### src/rtl/bcd_to_bin_seq.sv
// Sequential packed-BCD to unsigned binary converter (reverse double-dabble).
// One shift-and-correct step per clock; start/busy/done handshake, invalid digits flagged.
module bcd_to_bin_seq #(
    parameter int unsigned DIGITS = 2,
    parameter int unsigned BIN_W  = 7
) (
    input  logic                  clk,
    input  logic                  rst_n,
    input  logic                  start,
    input  logic [4*DIGITS-1:0]   bcd_in,
    output logic                  busy,
    output logic                  done,
    output logic [BIN_W-1:0]      bin_out,
    output logic                  err
);

    localparam int unsigned BCD_W = 4 * DIGITS;
    localparam int unsigned SR_W  = BCD_W + BIN_W;
    localparam int unsigned CNT_W = (BIN_W > 1) ? $clog2(BIN_W + 1) : 1;

    localparam logic [1:0] S_IDLE  = 2'd0;
    localparam logic [1:0] S_SHIFT = 2'd1;
    localparam logic [1:0] S_DONE  = 2'd2;

    logic [1:0]       state, state_nx;
    logic [SR_W-1:0]  sr, sr_nx;
    logic [CNT_W-1:0] cnt, cnt_nx;
    logic             busy_nx, done_nx, err_nx;
    logic [BIN_W-1:0] bin_nx;

    logic             bcd_bad_c;
    logic [SR_W-1:0]  sr_step_c;
    logic [3:0]       dig_c;

    // Flag any input digit above 9
    always_comb begin
        bcd_bad_c = 1'b0;
        for (int unsigned i = 0; i < DIGITS; i++) begin
            if (bcd_in[4*i +: 4] > 4'd9) begin
                bcd_bad_c = 1'b1;
            end
        end
    end

    // One iteration: logical right shift, then subtract 3 from every bcd digit >= 8
    always_comb begin
        sr_step_c = sr >> 1;
        dig_c     = 4'd0;
        for (int unsigned d = 0; d < DIGITS; d++) begin
            dig_c = sr_step_c[BIN_W + 4*d +: 4];
            if (dig_c >= 4'd8) begin
                sr_step_c[BIN_W + 4*d +: 4] = dig_c - 4'd3;
            end
        end
    end

    // Next-state and registered-output logic
    always_comb begin
        state_nx = state;
        sr_nx    = sr;
        cnt_nx   = cnt;
        done_nx  = 1'b0;
        bin_nx   = bin_out;
        err_nx   = err;

        case (state)
            S_IDLE: begin
                if (start) begin
                    if (bcd_bad_c) begin
                        bin_nx   = '0;
                        err_nx   = 1'b1;
                        done_nx  = 1'b1;
                        state_nx = S_DONE;
                    end else begin
                        sr_nx    = {bcd_in, BIN_W'(0)};
                        cnt_nx   = '0;
                        state_nx = S_SHIFT;
                    end
                end
            end
            S_SHIFT: begin
                sr_nx  = sr_step_c;
                cnt_nx = cnt + CNT_W'(1);
                if (cnt == CNT_W'(BIN_W - 1)) begin
                    bin_nx   = sr_step_c[BIN_W-1:0];
                    err_nx   = 1'b0;
                    done_nx  = 1'b1;
                    state_nx = S_DONE;
                end
            end
            S_DONE: begin
                state_nx = S_IDLE;
            end
            default: begin
                state_nx = S_IDLE;
            end
        endcase

        busy_nx = (state_nx != S_IDLE);
    end

    // State and output registers
    always_ff @(posedge clk or negedge rst_n) begin
        if (!rst_n) begin
            state   <= S_IDLE;
            sr      <= '0;
            cnt     <= '0;
            busy    <= 1'b0;
            done    <= 1'b0;
            bin_out <= '0;
            err     <= 1'b0;
        end else begin
            state   <= state_nx;
            sr      <= sr_nx;
            cnt     <= cnt_nx;
            busy    <= busy_nx;
            done    <= done_nx;
            bin_out <= bin_nx;
            err     <= err_nx;
        end
    end

endmodule

### config.mk
export PLATFORM = sky130hd
export DESIGN_NAME = bcd_to_bin_seq
export DESIGN_NICKNAME = d
export VERILOG_FILES = /design/src/rtl/bcd_to_bin_seq.sv
export SDC_FILE = /design/constraint.sdc
export NUM_CORES = 1
export LEC_CHECK = 0
export CELL_PAD_IN_SITES_DETAIL_PLACEMENT = 0
export CELL_PAD_IN_SITES_GLOBAL_PLACEMENT = 1
export CORE_MARGIN = 1.5
export CORE_UTILIZATION = 44
export CTS_CLUSTER_DIAMETER = 50
export DETAILED_ROUTE_END_ITERATION = 6
export PLACE_DENSITY_LB_ADDON = 0.08
export SYNTH_ARGS = -nofsm -noshare
export SYNTH_HDL_FRONTEND = slang
export SYNTH_SLANG_ARGS = --single-unit
### constraint.sdc
create_clock -name clk -period 3.37 [get_ports clk]
set_input_delay 0.337 -clock clk [delete_from_list [all_inputs] [get_ports clk]]
set_output_delay 0.337 -clock clk [all_outputs]
set_load 0.02 [all_outputs]
* After elaboration in Yosys (flattened, before gate mapping)
Cells that the tools add are included.
** Word-level totals
- Register bits :: 30
- Output and inout port bits :: 10
- Logic and storage cells :: 51
- Input bits :: 11
- RAM bits :: 0
- Memories kept :: 0
- Bits in latches :: 0
- ROM bits :: 0
** Operators by class
- Muxes and demuxes :: 26
- Bitwise logic cells :: 0
- Add/sub/neg operators :: 3
- Shifts and indexed selects :: 0
- Equal/unequal tests :: 6
- Multiply operators :: 0
- $lt $le $gt $ge :: 4
- Reductions and logical operators :: 5
- Divide/modulo/power cells :: 0
** Operators with widths (count)
- 15-bit two-way mux :: 2
- 15-bit case mux with 2 select lines :: 1
- 7-bit two-way mux :: 3
- 7-bit case mux with 2 select lines :: 1
- 4-bit greater-than comparator (second input constant) :: 2
- 1-bit two-way mux :: 8
- 4-bit two-way mux :: 2
- 2-bit != test (second input constant) :: 4
- 2-bit two-way mux :: 3
- 3-bit two-way mux :: 2
- 3-bit case mux with 2 select lines :: 1
- 3-bit by 4-bit greater-or-equal comparator with 1-bit output (second input constant) :: 1
- 4-bit greater-or-equal comparator (second input constant) :: 1
- 1-bit case mux with 2 select lines :: 2
- 2-bit case mux with 2 select lines :: 1
- 4-bit AND reduction :: 1
- 2-bit nonzero test :: 2
- 3-bit by 2-bit subtractor with 4-bit output (second input constant) :: 1
- 4-bit by 2-bit subtractor with 4-bit output (second input constant) :: 1
- 3-bit by 1-bit adder with 3-bit output (second input constant) :: 1
- 3-bit == test (second input constant) :: 1
- 3-bit AND reduction :: 1
- 2-bit by 1-bit == test with 1-bit output (second input constant) :: 1
- 2-bit zero test :: 1

* Depth between registers and ports, before layout
- Depth in word-level cells :: 7
- Depth in mapped cells :: 6
- Gate-level depth less buffers :: 6

* Worst setup path after synthesis
No wires, ideal clock.
- Kind :: reg-to-reg
- From :: reg sr[8]
- To :: reg sr[9]
- Slack :: 2.105 ns
- Required time :: 3.244 ns
- Library setup time :: 0.126 ns
- Data arrival time :: 1.139 ns
- Path buffers :: 0
- Clock period less this slack :: 1.265 ns
- Cell stages (with the launch flop) :: 6
- Path through :: dfrtp_1 -> ha_1 -> nor2b_1 -> xnor2_1 -> nor2_1 -> a221o_1
** On the way
- Cells in the longest elaborated chain, start to end :: 3
- Elaborated cells between the ends (all ways) :: 4
- Those cells by class :: add/sub (1); order compare (1); mux (2)
** Ends and longest elaborated chain
- start, declared :: RTL line 26 : logic [SR_W-1:0] sr, sr_nx;
- start signal, assigned :: RTL line 114 : sr <= sr_nx;
- 4-bit by 2-bit subtractor with 4-bit output / 4-bit greater-or-equal comparator (equally long branches) :: RTL line 52, 51
- 4-bit two-way mux (*) :: RTL line 51 : if (dig_c >= 4'd8) begin
- 15-bit case mux with 2 select lines (*) :: RTL line 66 : case (state)
Mark *: on every way between the ends. The rest lies on a longest branch, timed or not.
A chain may end at the register's enable or synchronous reset.

* Worst setup path after layout
- From :: reg bin_out[1]
- To :: out bin_out[1]
** RTL lines
- start, declared :: RTL line 13 : output logic [BIN_W-1:0] bin_out,
- start signal, assigned :: RTL line 118 : bin_out <= bin_nx;
No word-level cell between the ends.

==> impl_metrics.toml <==
[timing]
maxSlewHeadroom_pct = 75.26
tns_ps = 0
worst_slew_pin_slew_ps = 371.1
min_period_ps = 1615
max_freq_mhz = 619.4
whs_ps = 381.8
setup_viol = 0
finalHoldViolCount = 0
slew_viol_final = 0
fin_worst_skew_ps = 11.19
finalWorstSetupSlack_ps = 1755
post-route-period-util_pct = 47.91
rsz0062_at_grt = "no"

[drt]
drtIter0Drc = 14
vias = 983
firstDrtPassIters = 4
route.detailed.drc = 0
ant_nets = 0
via_per_inst = 5.342
finalWirelength_mm = 2.545
wire_per_inst_um = 13.83

[logic_synthesis]
ys_types = 38
synth-async-reset-ratio_pct = 100.0
ys.flop_type = "dfrtp_1"
yosysWarnings = 0
synth.cell_area_mm2 = 0.001379
syn-num-nets = 141
synth_area_per_cell_um2 = 10.94
netlist_instances = 126
synth-seq-area-share_pct = 52.63
yosys_register_bits = 29
synth_edf_count = 0

[run]
maxCapViolations = 0

[setup_path]
cp_slowest_cell = "clkdlybuf4s50_1"
path_cells = "clkdlybuf4s50_1"
cpPeakStageDelay_ps = 600
cp_top_family = "buffers and inverters"
cp.arrival_ps = 1280
crit_type = "reg2out"
path_buf_inv = 1
endpoint_kind = "primary output"
crit_cells = 1
required_ps = 3030
critPathMaxFanout = 2
cp-start-kind = "register"
r2r_cells = 4

[placed_design]
gp_congestion = 0.7676
pre_cts_slack_ps = 1549
io_buffers = 20
dp.cells = 177
dp_hpwl_mm = 1.810

[clock_network]
numCtsBuffers = 5
cts_tree = "yes"
post_cts_buffers = 0
cts-root-buf = "clkbuf_4"
clkSinkCount = 29
postCtsHoldBufs = 0
htree_levels = 2
ctsResizeCount = 0
clockBufferDepth = 2
clk_pin_slew_worst_paths_ps = 90
clk_latency_ps = 330

[grt]
grt_pass1_wl_mm = 4.457
overflow = 0
grt_use_total_pct = 17.90
antenna_found_initial = 0
grt_max_degree = 30
grt_pass1_vias = 949

[floorplan]
pin_count = 21
fp.dieArea_mm2 = 0.003479
die_w_um = 58.98
die_h_um = 58.98
rows = 20
core_mm2 = 0.003003
start_util_pct = 45.92

[power]
max-vdd-ir-drop_v = 0.0002949
power_density_mw_per_mm2 = 784.0
p_leak_nw = 0.7339

[layout]
layout-drive-gt1-share_pct = 12.58
final_cell_mix = "dfrtp_1 (29), clkdlybuf4s50_1 (20), nor2_1 (19)"
antenna_cells = 0
fin_nets = 166
final_common_cell = "dfrtp_1"
fin_cells = 184
syn_to_final_growth_pct = 19.60

[run_status]
status = "complete, no violations"

[hold_path]
hold_path.class = "in2async"
-- cells by family (layout without fill, tap and decap cells) --
| logic type | count (synthesis) | after routing | synth area share (%) |
|---|---|---|---|
| muxes | 4 | 4 | 2.904 |
| adders and majority gates | 4 | 4 | 3.630 |
| and+or+nand+nor | 45 | 45 | 16.70 |
| xor gates and xnor gates | 3 | 3 | 1.906 |
| DFF | 29 | 29 | 52.63 |
| AOI/OAI and AO/OA | 32 | 32 | 17.88 |
| buffers and inverters | 9 | 34 | 4.356 |
-- cells in the mapped netlist (2+ instances only) --
cell,number,area [µm²]
nand2_1,6,22.52
or2_1,2,12.51
a22o_1,6,52.55
o21ai_1,4,20.02
buf_6,3,33.78
nor2b_1,2,12.51
inv_1,5,18.77
mux2i_1,4,40.04
a21oi_1,3,15.01
dfrtp_1,29,725.7
o21ai_0,7,35.03
ha_1,4,50.05
xnor2_1,2,17.52
nor2_1,19,71.32
nor3_1,7,35.03
-- registers in the layout, indices dropped and copies added, names as in the netlist --
signal,flops
bin_out,7
busy,1
cnt,3
done,1
err,1
sr,14
state,2
-- report_power, final --
part	leakage (nW)	internal [mW]	switching, mW
clock network	0.0314	0.0983	0.114
logic	0.326	0.243	0.246
registers	0.377	0.476	0.115
total	0.734	0.817	0.475
-- final timing paths --
| check | end | slack (ps) | start |
|---|---|---|---|
| max reg2reg | sr[12] | 1860 | state[0] |
| max | bin_out[1] | 1760 | bin_out[1] |
| min in group clk | err | 480 | err |
| min reg2reg | err | 480 | err |
| max in group asynchronous | sr[4] | 2710 | rst_n |
| min | bin_out[1] | 380 | rst_n |
-- per-stage QoR --
step	cell area [µm²]	utilization (%)	total power, mW
final	1649	54.92	1.293
after global routing	1649	54.92	1.403
after CTS	1649	54.92	1.310
after detailed placement	1594	53.08	1.095
after global placement	1594	53.08	1.082
after floorplan	1379	-	0.9525
-- cell type report --
cell class,instances,area [µm²]
fill,298,1354
inverter,5,18.77
clock buffer,7,55.05
multi-input combinational,88,593.1
sequential,29,725.7
timing repair buffer,22,215.2
tap,33,41.29
-- layer usage --
layer / vias up / track usage, % / part of all wire, % / wire, µm
met5: - / 0 / 0 / 0
met4: 0 / 8.766 / 2.3 / 59
met3: 6 / 5.459 / 5.8 / 148
met2: 28 / 26.67 / 45 / 1145
met1: 462 / 23.73 / 47 / 1192
li1: 487 / - / - / -
Note: power is estimated with default switching activity, not from simulation.
==> variant, RTL diff (same settings) <==
Set the parameter `DIGITS` to 1 (it was 2).
--- a/src/rtl/bcd_to_bin_seq.sv
+++ b/src/rtl/bcd_to_bin_seq.sv
@@ -1,7 +1,7 @@
 // Sequential packed-BCD to unsigned binary converter (reverse double-dabble).
 // One shift-and-correct step per clock; start/busy/done handshake, invalid digits flagged.
 module bcd_to_bin_seq #(
-    parameter int unsigned DIGITS = 2,
+    parameter int unsigned DIGITS = 1,
     parameter int unsigned BIN_W  = 7
 ) (
     input  logic                  clk,
Interface: changed (resized bcd_in); port bits go from 21 to 17. No check against the original RTL was run, so the function may have changed too.
==> variant against the original RTL <==
- worst setup slack worse by 330 ps
- critical path depth is 2 higher
- synthesized area decreased by 23%
- core utilization increased by 1.2 points
- sequential cell count fell by 4
- combinational power decreased by 6.3%
- power decreased by 15%
- count of clock-buffer cells in the layout shrank 3
- final area fell by 23%
- routed wire length fell by 28%
- hold slack better by 110 ps
==> variant: results (changes against the original RTL) <==
- Post-Route Skew: 7.30 ps (-3.88 ps)
- Hold Crit Start: err$_DFFE_PN0P_
- WL final: 1830 um (-28%)
- Met1 WL: 834 um (-30%)
- CP max FO: 12 (+10)
- Ant. Diodes: 0 (unchanged)
- Post-CTS sizing: 0 (unchanged)
- Yosys cell types: 30 (-21%)
- Largest net degree at the start of global routing: 26 (-13%)
- Fraction of registers with async set/reset: 1.00 (unchanged)
- CTS buffer count: 3 (-2)
- Max incr delay on CP: 740 ps (+140 ps)
- Clock transition at path regs: 130 ps (+40 ps)
- PortBufs: 16 (-20%)
- Top Family by Delay on Critical Path: simple AND/OR/NAND/NOR gates
- Fin nets: 110 (-34%)
- CTS Root Cell: clkbuf_4
- Max layer used: met4
- Relative slew slack: 0.261 (-0.491)
- Postcts setup bufs: 0 (unchanged)
- GP Congestion: 0.739 (-3.8%)
- HP Class: flop to flop
- Status: complete, no violations
- Synth cell count leaders: 25 x dfrtp_1, 9 x nand2_1, 7 x o2bb2ai_1
- Peak supply drop: 0.492 mV (+67%)
- First-pass GRT wire length: 3220 um (-28%)
- CP Capture Point: sr[9]$_DFFE_PN0P_
- Hpwl dp: 1270 um (-30%)
- Initial antenna violation count: 0 (unchanged)
- Skew-Pair Late Insertion Delay: 320 ps
- Fraction of layout cells with a size suffix above 1: 0.130 (+0.00417)
- Clk buf depth: 2 (unchanged)
- Synth Warn #: 0 (unchanged)
- Data arrival, critical path: 2150 ps (+870 ps)
- Via/cell ratio: 5.59 (+4.7%)
- TritonRoute pass-1 iters: 4 (unchanged)
- Initial detailed-routing violation count: 9 (-5)
- Slowest CP cell: nor2b_1
- Total track usage: 0.164 (-0.0147)
- DR WL met3: 68 um (-54%)
- Worst Setup SP: state[0]$_DFF_PN0_
- R2R cell count: 3 (-1)
- Vias in the first global route: 721 (-24%)
- Detail Route met2 WL: 894 um (-22%)
- Flop2flop setup slack: 1430 ps (-430 ps)
- # H-tree levels: 1 (-1)
- Biggest regs: sr: 10 flops, bin_out: 7 flops, cnt: 3 flops
- Ys flop type: dfrtp_1
- Leak: 0.552 nW (-25%)
- Syn_nets: 93 (-34%)
- Synth area leaders: dfrtp_1 59%, o2bb2ai_1 5.7%, a22o_1 4.9%
- Seq/Total Area, Yosys: 0.585 (+0.0592)
- Placed Area: 0.00124 mm^2 (-22%)
- Fillers: 214 (-28%)
-- variant: cell count changes in the layout (fill, tap and decap cells not counted), sizes merged, moves of 3 or more --
cell / change
clkbuf: -3
o21ai: -9
nand2: +3
nor2: -19
dfrtp: -4
mux2: +5
clkdlybuf4s50: -4
mux2i: -4
o2bb2ai: +6
nor3: -7
-- variant: cell type report --
cell class | count | area, um^2 | area share
clock buffer | 4 | 26.3 | 0.0208
inverter | 3 | 11.3 | 0.00890
multi-input combinational | 52 | 407 | 0.321
sequential | 25 | 626 | 0.495
tap | 28 | 35.0 | 0.0277
timing repair buffer | 16 | 160 | 0.127
-- variant: how the worst min path moves through the flow --
stage,cells after the start,slack (ps),end
after floorplan,0,40,bin_out[0]$_DFFE_PN0P_
after global placement,1,460,err$_DFFE_PN0P_
after detailed placement,1,470,err$_DFFE_PN0P_
after CTS,1,500,err$_DFFE_PN0P_
after global routing,1,510,err$_DFFE_PN0P_
final,1,490,err$_DFFE_PN0P_
-- variant: cells by family (layout without fill, tap and decap cells) --
family / after synthesis / count (layout) / share of synthesized area
and+or+nand+nor: 20 / 20 / 0.105
muxes: 5 / 5 / 0.0562
xor gates and xnor gates: 1 / 1 / 0.00820
AOI/OAI and AO/OA: 24 / 24 / 0.187
adders and majority gates: 2 / 2 / 0.0234
DFF: 25 / 25 / 0.585
buffers and inverters: 7 / 23 / 0.0340
-- variant: layer usage --
| metal | global-route usage | vias to the layer above |
|---|---|---|
| li1 | - | 336 |
| met1 | 0.199 | 357 |
| met2 | 0.271 | 19 |
| met3 | 0.0257 | 4 |
| met4 | 0.103 | 0 |
| met5 | 0 | - |
-- variant: worst register-to-register path: cells and delay by family, from the launching register on --
family | cells | cell delay, ps
AND/OR/NAND/NOR | 1 | 740
multiplexers | 1 | 350
AO/OA/AOI/OAI | 1 | 280
flip-flops | 1 | 460
-- variant: through the flow --
| stage | total power, mW | setup WS (ps) | cells | utilization | hold WS [ps] |
|---|---|---|---|---|---|
| 2_1_floorplan | 0.823 | 1920 | 84 | - | 41.4 |
| 3_3_place_gp | 0.969 | 1330 | 124 | 0.549 | 458 |
| 3_5_place_dp | 0.979 | 1290 | 124 | 0.549 | 466 |
| 4_1_cts | 1.11 | 1420 | 128 | 0.561 | 495 |
| 5_1_grt | 1.17 | 1230 | 128 | 0.561 | 510 |
| 6_report | 1.09 | 1430 | 128 | 0.561 | 491 |
-- variant: power breakdown --
group / internal (mW) / switching, mW / leakage [nW]
clock network: 0.0463 / 0.0864 / 0.0150
logic: 0.229 / 0.230 / 0.215
registers: 0.422 / 0.0819 / 0.322
total: 0.697 / 0.398 / 0.552
